$ cat src/rtl/uart_rx_fifo.sv
// Receive-side byte FIFO behind the UART receiver. Bytes are captured on each rising edge of rx_done.
// The head byte falls through to r_data, and overrun is a sticky flag for bytes dropped while full.
module uart_rx_fifo #(
  parameter int DATA_W = 8,
  parameter int ADDR_W = 4
) (
  input  logic              clk,
  input  logic              reset,
  input  logic [DATA_W-1:0] rx_dato_out,
  input  logic              rx_done,
  input  logic              rd,
  input  logic              clr_overrun,
  output logic [DATA_W-1:0] r_data,
  output logic              rx_empty,
  output logic              rx_full,
  output logic [ADDR_W:0]   count,
  output logic              overrun
);

  localparam int DEPTH = 2 ** ADDR_W;

  logic [DATA_W-1:0] mem_q [DEPTH];
  logic [ADDR_W-1:0] wr_ptr_q, rd_ptr_q;
  logic [ADDR_W:0]   count_q, count_d;
  logic              overrun_q, overrun_d;
  logic              rx_done_q;
  logic              push_req, push, pop, drop, empty, full;

  assign empty    = (count_q == '0);
  assign full     = (count_q == (ADDR_W + 1)'(DEPTH));
  assign push_req = rx_done & ~rx_done_q;
  assign pop      = rd & ~empty;
  // A pop in the same cycle frees a slot, so a full FIFO still accepts the byte.
  assign push     = push_req & (~full | pop);
  assign drop     = push_req & full & ~pop;

  always_comb begin
    count_d = count_q;
    unique case ({push, pop})
      2'b10:   count_d = count_q + 1'b1;
      2'b01:   count_d = count_q - 1'b1;
      default: count_d = count_q;
    endcase
    overrun_d = overrun_q;
    if (drop)             overrun_d = 1'b1;
    else if (clr_overrun) overrun_d = 1'b0;
  end

  // rx_done_q resets high so that an rx_done already asserted at release does not count as a new byte.
  always_ff @(posedge clk or posedge reset) begin
    if (reset) begin
      wr_ptr_q  <= '0;
      rd_ptr_q  <= '0;
      count_q   <= '0;
      overrun_q <= 1'b0;
      rx_done_q <= 1'b1;
    end else begin
      rx_done_q <= rx_done;
      if (push) wr_ptr_q <= wr_ptr_q + 1'b1;
      if (pop)  rd_ptr_q <= rd_ptr_q + 1'b1;
      count_q   <= count_d;
      overrun_q <= overrun_d;
    end
  end

  always_ff @(posedge clk) begin
    if (push) mem_q[wr_ptr_q] <= rx_dato_out;
  end

  assign r_data   = empty ? '0 : mem_q[rd_ptr_q];
  assign rx_empty = empty;
  assign rx_full  = full;
  assign count    = count_q;
  assign overrun  = overrun_q;

endmodule

$ cat config.mk
export PLATFORM = sky130hd
export DESIGN_NAME = uart_rx_fifo
export DESIGN_NICKNAME = d
export VERILOG_FILES = /design/src/rtl/uart_rx_fifo.sv
export SDC_FILE = /design/constraint.sdc
export NUM_CORES = 1
export LEC_CHECK = 0
export CORE_AREA = 2 2 125 127
export CTS_CLUSTER_SIZE = 24
export DETAILED_ROUTE_END_ITERATION = 16
export DIE_AREA = 0 0 127 129
export GPL_ROUTABILITY_DRIVEN = 1
export HOLD_SLACK_MARGIN = 0.08
export PLACE_DENSITY = 0.56
export SYNTH_ARGS = -nofsm -noshare
export SYNTH_HDL_FRONTEND = slang
export SYNTH_SLANG_ARGS = --single-unit
export TNS_END_PERCENT = 30
$ cat constraint.sdc
create_clock -name clk -period 5.9 [get_ports clk]
set_clock_uncertainty 0.1 [all_clocks]
set_input_delay 0.59 -clock clk [delete_from_list [all_inputs] [get_ports clk]]
set_output_delay 0.59 -clock clk [all_outputs]
set_load 0.01 [all_outputs]
# --- Word-level counts from Yosys, hierarchy flattened ---
# Memory sizes are Yosys's and may differ from the RTL's.
# Index checks and enable logic that the tools add are counted.
# W data, S select, Z words.
op_classes:
  n_addsub: 4
  eq_ne: 3
  mux: 6
  bitwise: 10
  n_reduce_logical: 3
op_table:
  columns: ["op", "n"]
  rows:
  - ["$pmux W5 S2", 1]
  - ["$add A4 B1 Y4 const B", 2]
  - ["$mux W8", 1]
  - ["$add A5 B1 Y5 const B", 1]
  - ["$and A1 B1 Y1", 5]
  - ["$eq A5 B5 Y1 const B", 1]
  - ["$logic_not A5 Y1", 1]
  - ["$sub A5 B1 Y5 const B", 1]
  - ["$mux W1", 4]
  - ["$not A1 Y1", 4]
  - ["$reduce_bool A2 Y1", 2]
  - ["$eq A2 B1 Y1 const B", 1]
  - ["$eq A2 B2 Y1 const B", 1]
  - ["$or A1 B1 Y1", 1]
word_totals:
  regBits: 15
  mem_bits_rw: 128
  in_bits: 13
  output_inout_bits: 16
  elab_cells: 32
  mem_count: 1
mem_list:
  columns: ["name", "depth", "word_bits", "read_ports", "rd_ports_with_merged_regs", "wr", "line_no", "source"]
  rows:
  - ["mem_q", 16, 8, 1, 0, 1, "22", "logic [DATA_W-1:0] mem_q [DEPTH];"]

# --- Longest topological paths before layout ---
depth:
  ltp_word: 7
  depth_mapped: 10
  depth_no_buf: 9

# --- Least setup slack after synthesis ---
# OpenSTA, ideal clock, no wires.
synth_timing:
  path_type: "flip-flop to output port"
  startpoint: "register rd_ptr_q[1]"
  endpoint: "output r_data[4]"
  t_arrival_ns: 1.573
  required_time_ns: 5.210
  slack_ns: 3.637
  path_stages_with_launch: 7
  path_buffers: 2
  cell_sequence: "dfrtp_1 > buf_6 > buf_6 > mux4_2 > nor2b_1 > a211oi_1 > a211oi_1"
synth_via:
  elab_chain_cells: 2
synth_lines:
  columns: ["element", "line_no", "source"]
  rows:
  - ["start, declared", "23", "logic [ADDR_W-1:0] wr_ptr_q, rd_ptr_q;"]
  - ["start signal, assigned", "60", "if (pop) rd_ptr_q <= rd_ptr_q + 1'b1;"]
  - ["$mem_v2 Z16 W8", null, null]
  - ["$mux W8", "70", "assign r_data = empty ? '0 : mem_q[rd_ptr_q];"]
  - ["end, declared", "13", "output logic [DATA_W-1:0] r_data,"]
# No other way between the ends.

# --- Worst setup path after layout ---
layout_timing:
  startpoint: "register rd_ptr_q[1]"
  endpoint: "output r_data[0]"
# The elaborated chain is that of the path after synthesis.

==> out/qor.csv <==
stage;metric;value;unit
global_route;grt_pass1_vias;3114;
floorplanning;rows;45;
routing;wire_per_inst;22.5;µm
clocking;cts-resized-gates;0;
power_and_ir_drop;power_frac_comb;0.266;
clocking;cts.sinks;143;
power_and_ir_drop;leakagePower;2.28;nW
synth;ys_seq_elements;143;
clocking;cts_setup_buffers;0;
clocking;cts.path.max_buffers;2;
timing;hold_slack;0.404;ns
timing;finalCritPeriodShare;0.638;
worst_setup_path;required;5.21;ns
clocking;path_clk_slew;0.06;ns
synth;synth_compound_area_frac;0.0380;
power_and_ir_drop;p_sw_frac;0.289;
worst_hold_path;hp-class;register to register;
global_route;grt_overflow;0;
synth;syn_nets;331;
flow_run;maxCapViolCount;0;
floorplanning;die_area;16400;µm²
routing;viasPerCell;5.36;
worst_setup_path;r2r-end;mem_q[12][7];
clocking;worstSkewPairLatency;0.41;ns
routing;vias;2915;
timing;drv_slew;0;
global_route;grt_max_degree;36;
power_and_ir_drop;power;3.43;mW
cells_and_area;antenna_cells;0;
power_and_ir_drop;p_switching;990;µW
timing;period_minus_slack;3.76;ns
power_and_ir_drop;powerDensity;493;nW/µm²
synth;async_flop_share;0.105;
cells_and_area;syn_to_final_growth;17.4;%
routing;drtAntennaViolNets;0;
cells_and_area;multi_input_area;1540;µm²
synth;yosysWarnings;0;
timing;worst_slack;2.14;ns
worst_setup_path;path_class;register to primary output;
synth;synth.area.mux_share;0.139;
cells_and_area;final_cells;544;
timing;setup-violations-final;0;
timing;relSlewSlack;0.315;
floorplanning;die_height;129;µm
synth;synth_enable_flop_cells;128;
cells_and_area;final_nets;362;
timing;fin_tns_setup;0;ns
worst_setup_path;r2r_cells;4;
clocking;cts_tree;built;
routing;drt-total-wl;12.2;mm
floorplanning;dieWidth;127;µm
floorplanning;start_util;0.396;
placed_design;place_inst;512;
routing;first_pass_iters;4;
floorplanning;ios;29;
floorplanning;core_area;15000;µm²
power_and_ir_drop;peakVddDrop;0.222;mV
cells_and_area;fin_area;6950;µm²
cells_and_area;layout_common_cells;edfxtp_1 (128), mux4_2 (32), clkdlybuf4s50_1 (28);
worst_setup_path;r2r_slack;3.19;ns
cells_and_area;layout-drive-gt1-share;0.199;
cells_and_area;regArea;4220;µm²
synth;synthAdderAreaFrac;0.0127;
run_status;outcome;completed;
timing;hold_violations;0;
worst_setup_path;crit_arrival;3.07;ns
synth;synth_flop_cell;edfxtp_1;
clocking;clockRootBuffer;clkbuf_16;
global_route;grt_antenna_before_repair;0;
timing;tightest_slew;1.03;ns
timing;grt_setup_unrepaired;no;
synth;synth_top_family_by_area;multiplexers;
synth;synth.avg_cell_area;19.0;µm²
placed_design;place.gp.congestion;0.714;
worst_setup_path;cp-end-kind;primary output;
worst_setup_path;start_kind;register;
clocking;cts-hold-fix-buffers;0;
worst_setup_path;r2r_start;count[1];
placed_design;dp_slack;2.47;ns
synth;syn_inst;312;
clocking;cts_buffers;17;
global_route;grt_pass1_wl;19.2;mm
placed_design;port_buffers;28;
cells_and_area;final_common_cell;edfxtp_1;
routing;drc_errors;0;
worst_setup_path;cp-endpoint;r_data[0];
cells_and_area;fillers;1264;
clocking;cts-htree-levels;4;
worst_setup_path;crit_fanout;35;
timing;clock.fmax;266;MHz
global_route;track_usage;0.166;
synth;syn_area;5920;µm²
worst_setup_path;startpoint;rd_ptr_q[1];
power_and_ir_drop;pwr-share-clk;0.331;
routing;drtIter0Drc;244;
placed_design;place_area;6330;µm²
cells_and_area;fin_util;0.464;
synth;synth_xor_xnor_area_share;0.0148;
synth;synthSimpleGateAreaFrac;0.0553;
power_and_ir_drop;power.share.sequential;0.403;
synth;synth-seq-area-share;0.712;
synth;yosysUniqueCellTypes;42;
power_and_ir_drop;p_int;2.44;mW
placed_design;dp_hpwl;7.84;mm
power by group through the flow:
stage,Combinational (mW),Sequential [mW],Clock (mW)
floorplan,0.728,1.27,0
global placement,0.921,1.41,0
detailed placement,0.927,1.41,0
CTS,0.928,1.39,1.15
global route,0.993,1.41,1.20
finish,0.911,1.38,1.13
flip-flops by register name, indices dropped and copies added (netlist names):
signal / flops
mem_q: 128
count: 5
rd_ptr_q: 4
wr_ptr_q: 4
overrun: 1
rx_done_q: 1
synth_stat cells (2+ instances only):
cell type,number,share of area
dfrtp_1,14,0.059
nand4_1,2,0.0021
ha_1,6,0.013
edfxtp_1,128,0.65
and2_1,12,0.013
a21oi_1,4,0.0034
nand3_1,3,0.0025
nor2_1,6,0.0038
buf_4,4,0.0051
inv_1,10,0.0063
buf_6,4,0.0076
nor2b_1,8,0.0084
and3b_1,2,0.0030
mux4_2,32,0.12
clkbuf_2,2,0.0017
mux2i_1,10,0.017
nor4_1,2,0.0021
nand2_1,10,0.0063
nor3_1,2,0.0017
xnor2_1,10,0.015
a211oi_1,16,0.020
buf_2,4,0.0034
clkbuf_1,2,0.0013
worst min-delay path by stage:
stage	depth (start not counted)	to	from	slack (ns)
after global routing	1	overrun	overrun	0.42
after detailed placement	1	overrun	overrun	0.40
final	1	overrun	overrun	0.40
after floorplan	1	count[0]	reset	0.39
after CTS	1	overrun	overrun	0.41
after global placement	1	overrun	overrun	0.38
cell families (layout without fill, tap and decap cells):
group                      after synthesis  in the layout
DFF                                    143            143
and+or+nand+nor                         54             54
muxes                                   42             42
AOI/OAI and AO/OA                       29             29
buffers and inverters                   28             72
xor gates and xnor gates                10             10
adders and majority gates                6              6
critical path, stage by stage, from the launching register on:
cell and delay (ns):
dfrtp_2 1.03, mux4_2 0.60, nor2b_1 0.14, a211oi_1 0.24, a211oi_1 0.09, clkdlybuf4s50_1 0.52
metal layers:
| layer | up-vias | GRT usage | wire length, µm |
|---|---|---|---|
| li1 | 1308 | - | - |
| met5 | - | 0 | 0 |
| met2 | 60 | 0.265 | 6110 |
| met1 | 1541 | 0.224 | 5660 |
| met4 | 0 | 0.0562 | 78 |
| met3 | 6 | 0.0441 | 374 |
final cells by class:
| class | count | area share |
|---|---|---|
| timing repair buffer | 30 | 0.0425 |
| clock buffer | 18 | 0.0617 |
| clock inverter | 14 | 0.0283 |
| multi-input combinational | 141 | 0.221 |
| inverter | 10 | 0.00540 |
| sequential | 143 | 0.607 |
| tap | 188 | 0.0338 |
Power figures use the tool's default switching activity.
